`config.mk`:
```
export PLATFORM = sky130hd
export DESIGN_NAME = sram_arb
export DESIGN_NICKNAME = d
export VERILOG_FILES = /design/src/rtl/sram_arb.sv
export SDC_FILE = /design/constraint.sdc
export NUM_CORES = 1
export LEC_CHECK = 0
export BUFFER_PORTS_ARGS = -buffer_cell sky130_fd_sc_hd__buf_2
export CORE_MARGIN = 2
export CORE_UTILIZATION = 40
export DETAILED_ROUTE_END_ITERATION = 10
export GPL_TIMING_DRIVEN = 1
export PLACE_DENSITY = 0.81
export SLEW_MARGIN = 20
export SYNTH_ARGS = -nofsm -noshare
export SYNTH_HDL_FRONTEND = slang
export SYNTH_SLANG_ARGS = --single-unit
```
`constraint.sdc`:
```
create_clock -name i_clk -period 2.5 [get_ports i_clk]
set_clock_uncertainty 0.15 [all_clocks]
set_input_delay 0.5 -clock i_clk [delete_from_list [all_inputs] [get_ports i_clk]]
set_output_delay 0.5 -clock i_clk [all_outputs]
set_load 0.1 [all_outputs]
```
`src/rtl/sram_arb.sv`:
```
// sram_arb: two-master round-robin arbiter placed directly in front of the
// SRAM controller. It merges the instruction-fetch port (m0) and the
// load/store port (m1) onto the controller's single stb/ack port. The
// granted request is captured and held until the controller acks. The
// master then gets a registered ack plus read data, and one idle cycle
// is inserted before the next downstream strobe.
module sram_arb #(
  parameter int ADDR_W      = 21,
  parameter bit FIRST_GRANT = 1'b0
) (
  input  logic              i_clk,
  input  logic              i_rst_n,
  // master 0 (instruction fetch)
  input  logic [ADDR_W-1:0] i_m0_addr,
  input  logic [3:0]        i_m0_we,
  input  logic [31:0]       i_m0_dat_w,
  input  logic              i_m0_stb,
  output logic              o_m0_ack,
  output logic [31:0]       o_m0_dat_r,
  // master 1 (load/store)
  input  logic [ADDR_W-1:0] i_m1_addr,
  input  logic [3:0]        i_m1_we,
  input  logic [31:0]       i_m1_dat_w,
  input  logic              i_m1_stb,
  output logic              o_m1_ack,
  output logic [31:0]       o_m1_dat_r,
  // SRAM controller request port
  output logic [ADDR_W-1:0] o_addr,
  output logic [3:0]        o_we,
  output logic [31:0]       o_dat_w,
  output logic              o_stb,
  input  logic              i_ack,
  input  logic [31:0]       i_dat_r
);

  typedef enum logic [1:0] {
    ST_IDLE,
    ST_BUSY,
    ST_DONE,
    ST_GAP
  } state_t;

  state_t            state_q;
  logic              last_grant_q;   // master served most recently
  logic [ADDR_W-1:0] addr_q;
  logic [3:0]        we_q;
  logic [31:0]       dat_w_q;
  logic              stb_q;
  logic              m0_ack_q;
  logic              m1_ack_q;
  logic [31:0]       m0_dat_r_q;
  logic [31:0]       m1_dat_r_q;

  logic              grant_d;
  logic              sel_d;
  logic [ADDR_W-1:0] addr_d;
  logic [3:0]        we_d;
  logic [31:0]       dat_w_d;

  // Arbitration decision and the request fields of the selected master.
  always_comb begin
    // NOTE: every signal written here gets a default first, so no path can infer a latch.
    grant_d = 1'b0;
    sel_d   = ~last_grant_q;
    case (state_q)
      ST_IDLE: begin
        if (i_m0_stb && i_m1_stb) begin
          grant_d = 1'b1;
          sel_d   = ~last_grant_q;
        end else if (i_m0_stb) begin
          grant_d = 1'b1;
          sel_d   = 1'b0;
        end else if (i_m1_stb) begin
          grant_d = 1'b1;
          sel_d   = 1'b1;
        end
      end
      // The just-served master may still hold stb from its ack cycle.
      // Only the other master is eligible here.
      ST_GAP:  grant_d = last_grant_q ? i_m0_stb : i_m1_stb;
      default: grant_d = 1'b0;
    endcase
    addr_d  = sel_d ? i_m1_addr  : i_m0_addr;
    we_d    = sel_d ? i_m1_we    : i_m0_we;
    dat_w_d = sel_d ? i_m1_dat_w : i_m0_dat_w;
  end

  // FSM with registered request, strobe, acks and per-master read data.
  always_ff @(posedge i_clk or negedge i_rst_n) begin
    if (!i_rst_n) begin
      state_q      <= ST_IDLE;
      last_grant_q <= ~FIRST_GRANT;
      addr_q       <= '0;
      we_q         <= '0;
      dat_w_q      <= '0;
      stb_q        <= 1'b0;
      m0_ack_q     <= 1'b0;
      m1_ack_q     <= 1'b0;
      m0_dat_r_q   <= '0;
      m1_dat_r_q   <= '0;
    end else begin
      // NOTE: non-blocking assignments make every register update from the
      // pre-edge values. The acks default low here, so they can only pulse
      // for a single cycle.
      m0_ack_q <= 1'b0;
      m1_ack_q <= 1'b0;
      case (state_q)
        ST_IDLE, ST_GAP: begin
          if (grant_d) begin
            addr_q       <= addr_d;
            we_q         <= we_d;
            dat_w_q      <= dat_w_d;
            stb_q        <= 1'b1;
            last_grant_q <= sel_d;
            state_q      <= ST_BUSY;
          end else begin
            state_q <= ST_IDLE;
          end
        end
        ST_BUSY: begin
          if (i_ack) begin
            stb_q <= 1'b0;
            if (last_grant_q) begin
              m1_ack_q   <= 1'b1;
              m1_dat_r_q <= i_dat_r;
            end else begin
              m0_ack_q   <= 1'b1;
              m0_dat_r_q <= i_dat_r;
            end
            state_q <= ST_DONE;
          end
        end
        ST_DONE: state_q <= ST_GAP;
        default: state_q <= ST_IDLE;
      endcase
    end
  end

  assign o_addr     = addr_q;
  assign o_we       = we_q;
  assign o_dat_w    = dat_w_q;
  assign o_stb      = stb_q;
  assign o_m0_ack   = m0_ack_q;
  assign o_m1_ack   = m1_ack_q;
  assign o_m0_dat_r = m0_dat_r_q;
  assign o_m1_dat_r = m1_dat_r_q;

endmodule
```
==> flow_summary.yaml, run 1 <==
yosys:
  ys_seq_elements: 127
  postSynthAreaPerCell_um2: 15.8
  synth_top_cell_by_area: "dfrtp_1"
  synth_nets: 512
  synth_area_um2: 5630
  yosysTopAreaCellShare_pct: 56.0
  synth-seq-area-share_pct: 56.4
  synthCells: 357
  synth_cell_types: 24
  yosys_warnings: 0
  ys_top_cells_by_area: "dfrtp_1, mux2_2, mux2_4"
worst_setup_path:
  cp_top_family: "multiplexers"
  crit_path_frequent_cell: "mux2_2"
  start_kind: "flip-flop"
  cp_slowest_cell: "dfrtp_1"
  path_max_fanout: 22
  r2r_end: "o_addr[6]"
  cp_cell_sequence: "inv_1, ha_1, nor2b_1, o22ai_4, buf_4, mux2_2, mux2_2"
  crit_type: "flip-flop to flip-flop"
  end_kind: "flip-flop"
  path_buf_inv: 2
  max_stage_delay_ns: 0.39
  critical_path_required_ns: 2.63
  reg2reg_from: "state_q[0]"
  r2r_setup_slack_ns: 0.18
  rr_worst_depth: 7
  worstPathArrival_ns: 2.45
routing:
  wire_per_inst_um: 15.6
  firstDrtPassIters: 3
  dr.first_iter.drc_count: 156
  drt-met1-wl_um: 4790
  num_vias: 3954
  vias_per_cell: 4.75
  wirelength_um: 13000
  wl_met3_um: 1170
  wl_met2_um: 6900
  ant_nets: 0
  routed.top_layer: "met4"
  drc: 0
sta:
  rsz0062_at_grt: "false"
  period_minus_slack_ns: 2.32
  tns_ns: 0
  finalSetupViolations: 0
  slew_headroom_pct: 53.9
  max_freq_mhz: 431
  worstMarginPinSlew_ns: 0.691
  slew_viol_final: 0
  setup_slack_ns: 0.177
  period_share_pct: 92.9
  hold_viol: 0
clocking:
  root_buffer: "clkbuf_16"
  post_cts_buffers: 0
  cts_tree: "yes"
  cts_hold_buf: 0
  clk_pin_slew_ns: 0.05
  clock-sinks: 127
  clockBufferDepth: 2
  ctsResizeCount: 0
  clkLatencyLatePin_ns: 0.40
  h-tree-depth: 4
  cts_made_buffers: 17
finish:
  nFillCells: 1124
  post-route-util_pct: 56.8
  final_common_cell: "buf_2"
  syn_to_final_growth_pct: 39.3
  final_nets: 793
  final_cell_mix: "buf_2, mux2_2, dfrtp_1, mux2_4, clkbuf_16"
  drive_above_1_share_pct: 76.0
  final-instance-count-excl-fill: 833
placement:
  dp_slack_ns: 0.163
  place.gp.congestion: 0.815
  dp_hpwl_um: 9680
  portBuffers: 274
  dpl.cell_count: 799
outcome:
  status: "completed"
die:
  start_util_pct: 40.7
  die_h_um: 123
  io_pins: 275
  die_w_um: 123
  dieArea_um2: 15100
  core_area_um2: 13800
  rows: 43
global_route:
  grt_pass1_wl_um: 20000
  grt_pass1_vias: 4268
  gr-usage-all-layers_pct: 17.3
  antenna_found_initial: 2
  grt_max_degree: 128
  grt-ovfl-total: 0
hold_path:
  hold_path_class: "input port to async pin"
run:
  maxCapViolations: 0
cells in the mapped netlist:
library cell and number:
mux2_2 148, dfrtp_1 126, mux2_4 30, buf_2 9, nand2_1 5, buf_6 4
ha_1 4, nor2_1 4, buf_4 3, clkbuf_1 3, inv_1 3, a21oi_1 2
nand2b_1 2, nand3_1 2, nor2b_1 2, o21ai_0 2, a21boi_2 1, a31oi_1 1
dfstp_2 1, nor3_2 1, o21a_1 1, o22a_1 1, o22ai_2 1, or4_1 1
kinds of logic after synthesis:
| group | share of synthesized area, % |
|---|---|
| mux | 37.6 |
| flops | 56.4 |
| buf+inv | 2.40 |
| simple gates | 1.53 |
| compound gates | 1.18 |
| fa+ha+maj | 0.888 |
layer usage:
metal	global-route usage [%]	vias up
li1	-	1839
met1	18.1	1930
met2	31.1	168
met3	6.83	17
met4	6.61	0
met5	0	-
state kept, by name, indices dropped and copies added, names as in the netlist:
| name | flops |
|---|---|
| o_stb | 1 |
| o_dat_w | 32 |
| o_addr | 21 |
| o_we | 4 |
| o_m0_ack | 1 |
| o_m1_ack | 1 |
| o_m0_dat_r | 32 |
| state_q | 2 |
| o_m1_dat_r | 32 |
| last_grant_q | 1 |
worst max path at each step:
stage,from,depth (start not counted),endpoint,slack (ns)
finish,state_q[0],7,o_addr[6],0.18
floorplan,state_q[0],8,o_addr[12],0.40
CTS,state_q[0],7,o_addr[6],0.16
global route,state_q[0],7,o_addr[9],0.06
detailed placement,state_q[0],7,o_addr[6],0.16
global placement,state_q[0],7,o_addr[11],0.25
through the flow:
step / area (um2) / hold WS, ns
finish: 7850 / 0.00594
global route: 7850 / 0.0863
CTS: 7850 / 0.0697
detailed placement: 7230 / 0.339
global placement: 7230 / 0.333
floorplan: 5630 / 0.0544
cell type report:
class	instances	area (um2)	share of cell area, %
Antenna cell	2	5.00	0.0638
Clock buffer	23	488	6.22
Clock inverter	9	131	1.67
Inverter	3	11.3	0.143
Multi-Input combinational cell	208	2350	29.9
Sequential cell	127	3180	40.5
Tap cell	180	225	2.87
Timing Repair Buffer	281	1460	18.6
Power of run 1 is left out: the tool's default activity adds up to more than one toggle a clock period on the data nets, which glitch-free logic cannot reach.
==> inputs of run 2 (changes only) <==
- CORE_ASPECT_RATIO: unset -> 0.75
==> run 2 against run 1 <==
Via count is 0.35% higher; critical path depth stayed put; wire length decreased by 1.8%; sequential share of layout area grew 0.15 points; register-to-register slack is essentially flat; first-iteration DRC count fell by 28%; maximum frequency is 0.49% lower; final cell count down 0.60%; global-route usage decreased by 0.083 points; core utilization rose by 0.11 points; die area is essentially flat.
==> flow_summary.yaml, run 2 (synthesis gave the netlist of run 1 again) <==
outcome:
  status: "completed"
placement:
  portBuffers: 274
  dp_hpwl_um: 9580
  dpl.cell_count: 794
  dp_slack_ns: 0.171
  place.gp.congestion: 0.782
worst_setup_path:
  cp_cell_sequence: "inv_1, ha_1, nor2b_1, o22ai_4, buf_12, mux2_2, mux2_2"
  end_kind: "flip-flop"
  crit_type: "flip-flop to flip-flop"
  cp_slowest_cell: "dfrtp_1"
  max_stage_delay_ns: 0.39
  cp_top_family: "multiplexers"
  path_max_fanout: 57
  path_buf_inv: 2
  critical_path_required_ns: 2.63
  start_kind: "flip-flop"
  crit_path_frequent_cell: "mux2_2"
  worstPathArrival_ns: 2.47
sta:
  hold_viol: 0
  tns_ns: 0
  max_freq_mhz: 428
  period_share_pct: 93.4
  hold-worst-slack_ns: 0.157
  slew_headroom_pct: 66.1
  finalSetupViolations: 0
  worstMarginPinSlew_ns: 0.513
  period_minus_slack_ns: 2.33
  setup_slack_ns: 0.166
  slew_viol_final: 0
  rsz0062_at_grt: "false"
clocking:
  clock-sinks: 127
  h-tree-depth: 4
  clk_pin_slew_ns: 0.05
  cts_hold_buf: 1
  cts_tree: "yes"
  clkLatencyLatePin_ns: 0.40
  post_cts_buffers: 0
  root_buffer: "clkbuf_16"
  cts_made_buffers: 17
  clockBufferDepth: 2
  ctsResizeCount: 0
routing:
  vias_per_cell: 4.79
  drc: 0
  num_vias: 3968
  ant_nets: 0
  firstDrtPassIters: 4
  wirelength_um: 12800
  dr.first_iter.drc_count: 113
  wire_per_inst_um: 15.5
die:
  io_pins: 275
  core_area_um2: 13700
  rows: 37
  die_h_um: 107
  start_util_pct: 41.0
  die_w_um: 141
  dieArea_um2: 15100
global_route:
  grt-ovfl-total: 0
  grt_pass1_wl_um: 20400
  antenna_found_initial: 1
  grt_max_degree: 71
  gr-usage-all-layers_pct: 17.3
  grt_pass1_vias: 4269
finish:
  drive_above_1_share_pct: 75.8
  final_nets: 794
  final_common_cell: "buf_2"
  final_cell_mix: "buf_2, mux2_2, dfrtp_1, mux2_4, clkbuf_16"
  final-instance-count-excl-fill: 828
  syn_to_final_growth_pct: 38.8
run:
  maxCapViolations: 0
hold_path:
  hold_path_class: "input port to flip-flop"
run 2: cell type report:
class | instances | area [um2]
fillers | 1117 | 5930
flip-flops and latches | 127 | 3180
multi-input cells | 208 | 2350
repair buffers | 282 | 1490
clock buffers | 22 | 464
well taps | 175 | 219
clock inverters | 10 | 113
inverters | 3 | 11.3
diodes | 1 | 2.50
run 2: worst paths after layout:
check	startpoint	to	slack, ns	cells after the start
min in group asynchronous	i_rst_n	o_dat_w[1]	0.43	2
max in group asynchronous	i_rst_n	o_m0_dat_r[6]	1.06	3
hold / removal	i_m0_stb	last_grant_q	0.16	2
setup reg to reg	state_q[0]	o_addr[5]	0.17	7
hold reg to reg	o_m1_dat_r[13]	o_m1_dat_r[13]	0.35	1
setup / recovery	state_q[0]	o_addr[5]	0.17	7
run 2: per-stage QoR:
stage / area (um2) / utilization [%]
2_1_floorplan: 5630 / -
3_3_place_gp: 7230 / 52.6
3_5_place_dp: 7230 / 52.6
4_1_cts: 7820 / 56.9
5_1_grt: 7820 / 56.9
6_report: 7820 / 56.9
run 2: layer usage:
metal / up-vias / GRT usage [%] / share of wire, %
li1: 1845 / - / -
met1: 1948 / 18.6 / 39
met2: 161 / 30.7 / 52
met3: 14 / 6.74 / 7.2
met4: 0 / 6.79 / 1.5
met5: - / 0 / 0
run 2: worst register-to-register path: cells and delay by family (launching register included):
family,cells,cell delay (ns)
AO/OA/AOI/OAI,1,0.14
buffers and inverters,2,0.43
multiplexers,2,0.67
flip-flops,1,0.39
adder cells (fa/ha/maj),1,0.25
AND/OR/NAND/NOR,1,0.18
Power of run 2 is left out for the same reason.
